===== config.mk =====
export PLATFORM = sky130hd
export DESIGN_NAME = spi_master
export DESIGN_NICKNAME = d
export VERILOG_FILES = /design/src/rtl/spi_master.sv
export SDC_FILE = /design/constraint.sdc
export NUM_CORES = 1
export LEC_CHECK = 0
export BUFFER_PORTS_ARGS = -buffer_cell sky130_fd_sc_hd__buf_2
export CELL_PAD_IN_SITES_DETAIL_PLACEMENT = 1
export CELL_PAD_IN_SITES_GLOBAL_PLACEMENT = 1
export CORE_UTILIZATION = 44
export DETAILED_ROUTE_END_ITERATION = 10
export HOLD_SLACK_MARGIN = 0.06
export PLACE_DENSITY_LB_ADDON = 0.1
export RECOVER_POWER = 100
export SYNTH_ARGS = -nofsm -noshare
export SYNTH_HDL_FRONTEND = slang
export SYNTH_SLANG_ARGS = --single-unit
export TNS_END_PERCENT = 30

===== constraint.sdc =====
create_clock -name HCLK -period 3.2 [get_ports HCLK]
set_input_delay 0.32 -clock HCLK [delete_from_list [all_inputs] [get_ports HCLK]]
set_output_delay 0.32 -clock HCLK [all_outputs]
set_load 0.05 [all_outputs]

===== src/rtl/spi_master.sv =====
// Memory-mapped SPI master: TX FIFO, RX holding register and a shift FSM for SPI modes 0-3.
// Define SPI_MASTER_IRQ_EN to build the interrupt output; without it, irq is tied low.
module spi_master #(
  parameter int FIFO_DEPTH = 4,
  parameter int DIV_W      = 8
) (
  input  logic        HCLK,
  input  logic        HRESET,
  input  logic        spi_req,
  input  logic        spi_sel,
  input  logic        spi_write,
  input  logic [1:0]  spi_reg,
  input  logic [31:0] spi_wdata,
  output logic        spi_gnt,
  output logic        spi_rvalid,
  output logic [31:0] spi_rdata,
  input  logic        MISO,
  output logic        SCK,
  output logic        MOSI,
  output logic        SSn,
  output logic        irq
);

  localparam int AW = $clog2(FIFO_DEPTH);
  localparam int CW = AW + 1;

  typedef enum logic [1:0] {IDLE, LOAD, XFER, DONE} state_t;

  state_t           state;
  logic [DIV_W-1:0] ctrl_div;
  logic             ctrl_cpol, ctrl_cpha, ctrl_ss, ctrl_ie;

  logic [7:0]       fifo [FIFO_DEPTH];
  logic [AW-1:0]    wr_ptr, rd_ptr;
  logic [CW-1:0]    count;

  logic [7:0]       rx_byte;
  logic             rx_valid, rx_overrun, tx_drop;

  logic [DIV_W-1:0] div_q, cnt;
  logic             cpha_q;
  logic [3:0]       half;
  logic [7:0]       tx_sh, rx_sh;

  logic             acc, wr_acc, rd_acc;
  logic             full, empty, busy;
  logic             pop, push_req, push;
  logic             rx_rd, stat_rd;
  logic [31:0]      ctrl_rd, status_rd, rd_data;
  logic             unused_wdata;

  assign acc      = spi_req & spi_sel;
  assign spi_gnt  = acc;
  assign wr_acc   = acc & spi_write;
  assign rd_acc   = acc & ~spi_write;

  assign full     = (count == CW'(FIFO_DEPTH));
  assign empty    = (count == '0);
  assign busy     = (state != IDLE) || !empty;
  assign pop      = (state == LOAD);
  assign push_req = wr_acc && (spi_reg == 2'd2);
  // A same-cycle pop frees the slot the push lands in, so a full FIFO still accepts it.
  assign push     = push_req && (!full || pop);
  assign rx_rd    = rd_acc && (spi_reg == 2'd3);
  assign stat_rd  = rd_acc && (spi_reg == 2'd1);

  assign SSn      = ~ctrl_ss;
  assign unused_wdata = &{1'b0, spi_wdata[31:12]};

  assign ctrl_rd   = {20'b0, ctrl_ie, ctrl_ss, ctrl_cpha, ctrl_cpol, 8'(ctrl_div)};
  assign status_rd = {20'b0, 4'(count), 2'b0, tx_drop, rx_overrun, rx_valid, empty, full, busy};

  always_comb begin
    rd_data = '0;
    case (spi_reg)
      2'd0:    rd_data = ctrl_rd;
      2'd1:    rd_data = status_rd;
      2'd3:    rd_data = {24'b0, rx_byte};
      default: rd_data = '0;
    endcase
  end

  // Bus response, control register and status flags.
  always_ff @(posedge HCLK) begin
    if (HRESET) begin
      spi_rvalid <= 1'b0;
      spi_rdata  <= '0;
      ctrl_div   <= '0;
      ctrl_cpol  <= 1'b0;
      ctrl_cpha  <= 1'b0;
      ctrl_ss    <= 1'b0;
      ctrl_ie    <= 1'b0;
      rx_byte    <= '0;
      rx_valid   <= 1'b0;
      rx_overrun <= 1'b0;
      tx_drop    <= 1'b0;
    end else begin
      spi_rvalid <= acc;
      spi_rdata  <= rd_acc ? rd_data : '0;
      if (wr_acc && spi_reg == 2'd0) begin
        ctrl_div  <= spi_wdata[DIV_W-1:0];
        ctrl_cpol <= spi_wdata[8];
        ctrl_cpha <= spi_wdata[9];
        ctrl_ss   <= spi_wdata[10];
        ctrl_ie   <= spi_wdata[11];
      end
      if (stat_rd) begin
        rx_overrun <= 1'b0;
        tx_drop    <= 1'b0;
      end
      if (push_req && !push) tx_drop <= 1'b1;
      if (state == DONE) begin
        rx_byte  <= rx_sh;
        rx_valid <= 1'b1;
        if (rx_valid && !rx_rd) rx_overrun <= 1'b1;
      end else if (rx_rd) begin
        rx_valid <= 1'b0;
      end
    end
  end

  always_ff @(posedge HCLK) begin
    if (HRESET) begin
      wr_ptr <= '0;
      rd_ptr <= '0;
      count  <= '0;
    end else begin
      if (push) begin
        fifo[wr_ptr] <= spi_wdata[7:0];
        wr_ptr       <= wr_ptr + AW'(1);
      end
      if (pop) rd_ptr <= rd_ptr + AW'(1);
      case ({push, pop})
        2'b10:   count <= count + CW'(1);
        2'b01:   count <= count - CW'(1);
        default: count <= count;
      endcase
    end
  end

  // Shift engine: even half-period index ends on the leading SCK edge, odd on the trailing edge.
  always_ff @(posedge HCLK) begin
    if (HRESET) begin
      state  <= IDLE;
      SCK    <= 1'b0;
      MOSI   <= 1'b0;
      div_q  <= '0;
      cnt    <= '0;
      cpha_q <= 1'b0;
      half   <= '0;
      tx_sh  <= '0;
      rx_sh  <= '0;
    end else begin
      case (state)
        IDLE: begin
          SCK <= ctrl_cpol;
          if (!empty) state <= LOAD;
        end
        LOAD: begin
          div_q  <= ctrl_div;
          cpha_q <= ctrl_cpha;
          SCK    <= ctrl_cpol;
          cnt    <= '0;
          half   <= '0;
          tx_sh  <= fifo[rd_ptr];
          MOSI   <= ctrl_cpha ? 1'b0 : fifo[rd_ptr][7];
          state  <= XFER;
        end
        XFER: begin
          if (cnt == div_q) begin
            cnt  <= '0;
            SCK  <= ~SCK;
            half <= half + 4'd1;
            if (half[0] == cpha_q) begin
              rx_sh <= {rx_sh[6:0], MISO};
            end else begin
              MOSI  <= cpha_q ? tx_sh[7] : tx_sh[6];
              tx_sh <= {tx_sh[6:0], 1'b0};
            end
            if (half == 4'd15) state <= DONE;
          end else begin
            cnt <= cnt + DIV_W'(1);
          end
        end
        DONE: state <= empty ? IDLE : LOAD;
        default: state <= IDLE;
      endcase
    end
  end

`ifdef SPI_MASTER_IRQ_EN
  logic xfer_seen;

  always_ff @(posedge HCLK) begin
    if (HRESET) begin
      xfer_seen <= 1'b0;
      irq       <= 1'b0;
    end else begin
      if (state == DONE) xfer_seen <= 1'b1;
      irq <= ctrl_ie && (rx_valid || (empty && state == IDLE && xfer_seen));
    end
  end
`else
  assign irq = 1'b0;
`endif

endmodule

### Yosys cells after proc, flatten, opt, wreduce, memory -nomap -nowiden

Memory sizes are Yosys's and may differ from the RTL's. A register that Yosys moved wholly into a read port is not among the register bits.
Index checks and enable logic that the tools add are counted.

* flip-flop bits (word level): 104
* RAM bits: 32
* input port bits: 40
* memories kept: 1

Memory list
* fifo: words 4, bits a word 8, rd ports 1, clocked after Yosys merged registers in 1, write ports 1, line 33 `logic [7:0] fifo [FIFO_DEPTH];`

* $add $sub $neg: 6
* equality and inequality tests: 16
* multiplexer cells: 33
* bitwise operators: 7
* reductions and logical operators: 29

Operators by type and width (number)
* 12-bit case mux with 3 select lines: 1
* 8-bit case mux with 2 select lines: 2
* 8-bit 2-to-1 mux: 3
* 1-bit 2-to-1 mux: 16
* 2-bit nonzero test: 6
* 2-bit == test, second input constant: 5
* 2-bit 2-to-1 mux: 5
* 3-bit AND reduction: 3
* 8-bit by 1-bit adder with 8-bit output, second input constant: 1
* 8-bit == test: 1
* 2-bit != test, second input constant: 4
* 2-bit case mux with 4 select lines: 1
* 4-bit case mux with 2 select lines: 1
* 1-bit logical AND: 7
* 2-bit by 1-bit == test with 1-bit output, second input constant: 3
* 3-bit case mux with 2 select lines: 1
* 2-bit by 1-bit adder with 2-bit output, second input constant: 2
* 4-bit by 1-bit adder with 4-bit output, second input constant: 1
* 4-bit == test, second input constant: 1
* 1-bit logical NOT: 4
* 2-bit logical NOT: 2
* 4-bit 2-to-1 mux: 1
* 1-bit inverter: 4
* 1-bit case mux with 2 select lines: 2
* other kinds (9): 14

### Logic depth before layout (Yosys ltp)

* word-level depth: 7
* gate-level depth with buffers: 10

### Worst setup path before layout

No wires, ideal clock.

* path kind: reg-to-reg
* start: register state[1]
* end: register count[2]
* setup time: 70 ps
* arrival time: 2258 ps
* data required time: 3130 ps
* setup slack: 871 ps
* cell stages (with the launch flop): 11
* path buffers: 1
* cell sequence: dfxtp_1 > inv_1 > ha_1 > clkbuf_1 > o21ai_1 > ha_1 > inv_1 > fa_1 > xor2_1 > or3_1 > a21oi_1

* word-level cells in the longest chain between the ends: 5
* elaborated cells between the ends (all ways): 7

Ends and longest elaborated chain
* start: declaration: line 29 `state_t state;`
* start signal: assignment: line 185 `DONE: state <= empty ? IDLE : LOAD;`
* 2-bit by 1-bit == test with 1-bit output (*): line 60 `assign pop = (state == LOAD);`
* 1-bit logical OR: line 63 `assign push = push_req && (!full || pop);`
* 1-bit logical AND: line 63
* 2-bit by 1-bit == test with 1-bit output or 2-bit == test (tied branches): line 133 `case ({push, pop})`
* 3-bit case mux with 2 select lines or 2-bit nonzero test (tied branches)
* end signal: assignment: line 134 `2'b10: count <= count + CW'(1);`
* end signal: assignment: line 135 `2'b01: count <= count - CW'(1);`
* end signal: assignment: line 136 `default: count <= count;`
* end: declaration: line 35 `logic [CW-1:0] count;`

Mark *: on every way between the ends. The rest lies on a longest branch, timed or not.
A chain may end at the register's enable or synchronous reset.

### Final worst setup path

Same ends and word-level chain as after synthesis.

==> impl_results.md <==
* Pre-Repair DR Iteration Count at 4
* FF+latch count, synth at approximately 120
* Crit path DAT at roughly 3.0 ns
* Top FF cell, synth: dfxtp_1
* Top post-synthesis cells by area: dfxtp_1 34%, edfxtp_1 19%, mux2i_1 9.0%
* Vias in the first global route at about 3.5k
* Final Core Density at about 52%
* Cell variety after synth at between 50 and 60
* Mapped Cells at 471
* Setup TNS at 0 ns
* H-tree depth at 4
* Least-Margin Pin Slew at roughly 1.5 ns
* Post-synthesis cell area at just over 5000 µm²
* Async set-or-reset flop fraction in the synthesized netlist at 0%
* Syn avg cell area at approximately 11 µm²
* Multi-input gate area at between 2000 and 2500 µm²
* Yosys warning total at 0
* Avg WL per Cell at approximately 17 µm
* FILL cells at about 1.2k
* RSZ-0062 raised after global routing: no
* Max-slew headroom at under 10%
* I/O pins at between 70 and 80
* # hold bufs at CTS at 0
* Tot GR Track Use at approximately a fifth
* Post-CTS setup buffers at 0
* Port Buffers at 36
* GR Overflow Total at 0
* DRT iter0 DRCs at roughly 130
* Largest net degree at the start of global routing at 45
* Seq. cell area at between 2000 and 3000 µm²
* CP max FO at 4
* Number of synthesized flops with an enable pin at 32
* MaxCap Viol Count at 0
* Area grow syn2layout at 13.64%
* Via Count at between 3k and 4k
* Drt total wl at between 10 and 15 mm
* Worst Skew at 0.005455 ns
* Critical Path RT at roughly 3.5 ns
* CTS Buf Count at 17
* Clock sinks at between 100 and 150
* Post-DRT Antenna Nets at 0
* Post-synthesis sequential area ratio at between 50% and 60%
* Worst Path Class, Setup: register to register
* Hpwl dp at between 7 and 8 mm
* Most area-hungry cell type in the Yosys netlist: dfxtp_1
* Tcrit/Tclk final at roughly four fifths
* Die W at between 100 and 150 µm
* Vias per cell at 5.198
* PD cells at about 800 nW/µm²
* Clock buffer depth at 2
* Setup violations, final at 0
* Antenna Cells at 0
* DRC at 0
* Crit end category: register
* Max rail drop VDD at roughly 0.50 mV
* Status: finished, final reports clean
* Initial Utilization at between 40% and 50%
* # rows at 38
* Final Hold Viols at 0
* Clock Pin Slew Worst Setup and Hold Paths at ~0.050 ns
* Share of layout cells above drive strength 1 at 11.39%
* Commonest non-fill, non-tap cell in the layout: nor2_1
* Min Tclk post-route at 2.623 ns
* Die ar. at around 12000 µm²
* Total power at ~4.5 mW
* Leak at ~2.1 nW
* Startpoint Class: register
* Nets at around 560
* First-pass GRT wire length at around 18 mm
* Clock latency on the worst-skew pair at 0.41 ns
* Top-area cell type share of the netlist area at about a third
* FMAX at around 0.38 GHz
* GP Congestion at roughly 0.72
* Antenna violations before repair at 0
* Leading cell types in the layout, fill and taps excluded: 89 x nor2_1, 86 x dfxtp_1, 46 x mux2i_1, 32 x edfxtp_1, 29 x clkbuf_1
* CTS tree: built
* Hold Crit Class: input pin to register
* Cts repair resizes at 0
* Clock Tree Root: clkbuf_16
* Die Ht at between 100 and 150 µm
* Slew Limit Fails at 0
* Placeable Area at roughly 11000 µm²
path summary, 6_finish.rpt:
| check | startpoint | end | slack [ns] | cells after the start |
|---|---|---|---|---|
| max | state[1]$_SDFFE_PP0P_ | count[2]$_SDFFE_PP0P_ | 0.58 | 9 |
| min | spi_wdata[10] | ctrl_ss$_SDFFE_PP0P_ | 0.14 | 3 |
| max reg2reg | state[1]$_SDFFE_PP0P_ | count[2]$_SDFFE_PP0P_ | 0.58 | 9 |
| min reg2reg | tx_drop$_SDFFE_PP0P_ | tx_drop$_SDFFE_PP0P_ | 0.48 | 2 |
kinds of logic (layout without fill, tap and decap cells):
family / after synthesis / count (layout) / synth area share, %
muxes: 55 / 55 / 12.79
AOI/OAI and AO/OA: 53 / 53 / 7.043
DFF: 118 / 118 / 52.61
and+or+nand+nor: 159 / 159 / 15.17
other: 1 / 21 / 0.07355
buffers and inverters: 56 / 83 / 5.865
xor gates and xnor gates: 17 / 17 / 3.362
adders and majority gates: 12 / 12 / 3.092
stage by stage:
step	cells	hold WS, ns	area, µm²	worst slack [ns]
5_1_grt	658	0.1458	5794	0.3964
2_1_floorplan	491	0.4189	5174	0.8713
3_5_place_dp	626	0.4755	5301	0.6016
4_1_cts	658	0.1292	5871	0.5800
3_3_place_gp	626	0.4670	5301	0.6607
6_report	658	0.1429	5794	0.5767
where the power goes:
group | total, mW | leakage (nW) | switching, mW | internal, mW
clock network | 1.79 | 0.276 | 0.667 | 1.13
logic | 0.946 | 0.886 | 0.569 | 0.377
registers | 1.77 | 0.984 | 0.123 | 1.64
sequential cells by signal, indices dropped and copies added (netlist names), 3 cells and up, named ones only:
| name | count |
|---|---|
| ctrl_div | 8 |
| spi_rdata | 12 |
| count | 3 |
| tx_sh | 8 |
| half | 4 |
| div_q | 8 |
| rx_sh | 8 |
| cnt | 8 |
| rx_byte | 8 |
| fifo | 32 |
area by class of cell:
cell class	instances	share of cell area, %
flip-flops and latches	118	46.30
inverters	11	0.7126
well taps	140	3.023
clock inverters	11	1.706
repair buffers	40	2.937
clock buffers	21	8.119
multi-input cells	317	37.21
synthesized netlist by cell type (2+ instances only):
master	n
nand3_1	17
buf_1	6
nor4_1	2
xnor2_2	2
or3_1	2
and2_1	5
a22oi_1	2
nor2_1	89
nand2b_1	6
edfxtp_1	32
inv_1	11
xnor2_1	10
nor3_1	3
nand2_1	14
nand3b_1	6
a211oi_1	4
xor2_1	4
dfxtp_1	86
o221a_1	8
ha_1	11
clkbuf_1	15
mux4_2	8
buf_2	2
buf_4	21
mux2i_1	46
a21oi_1	20
nor3b_1	4
o21ai_0	6
a31oi_1	5
critical path: stages (launching register included):
cell and delay, ns:
dfxtp_1 0.38, inv_1 0.10, ha_1 0.24, o21ai_1 0.48, ha_1 0.28, inv_1 0.07
fa_1 0.38, xor2_1 0.16, or3_1 0.31, a21oi_1 0.14
routing by layer:
metal | up-vias | wire, µm | global-route usage (%)
met5 | - | 0 | 0
met4 | 0 | 120 | 6.571
met3 | 9 | 288 | 6.402
met2 | 42 | 5310 | 33.60
met1 | 1690 | 5222 | 25.80
li1 | 1679 | - | -
Power figures use the tool's default switching activity.
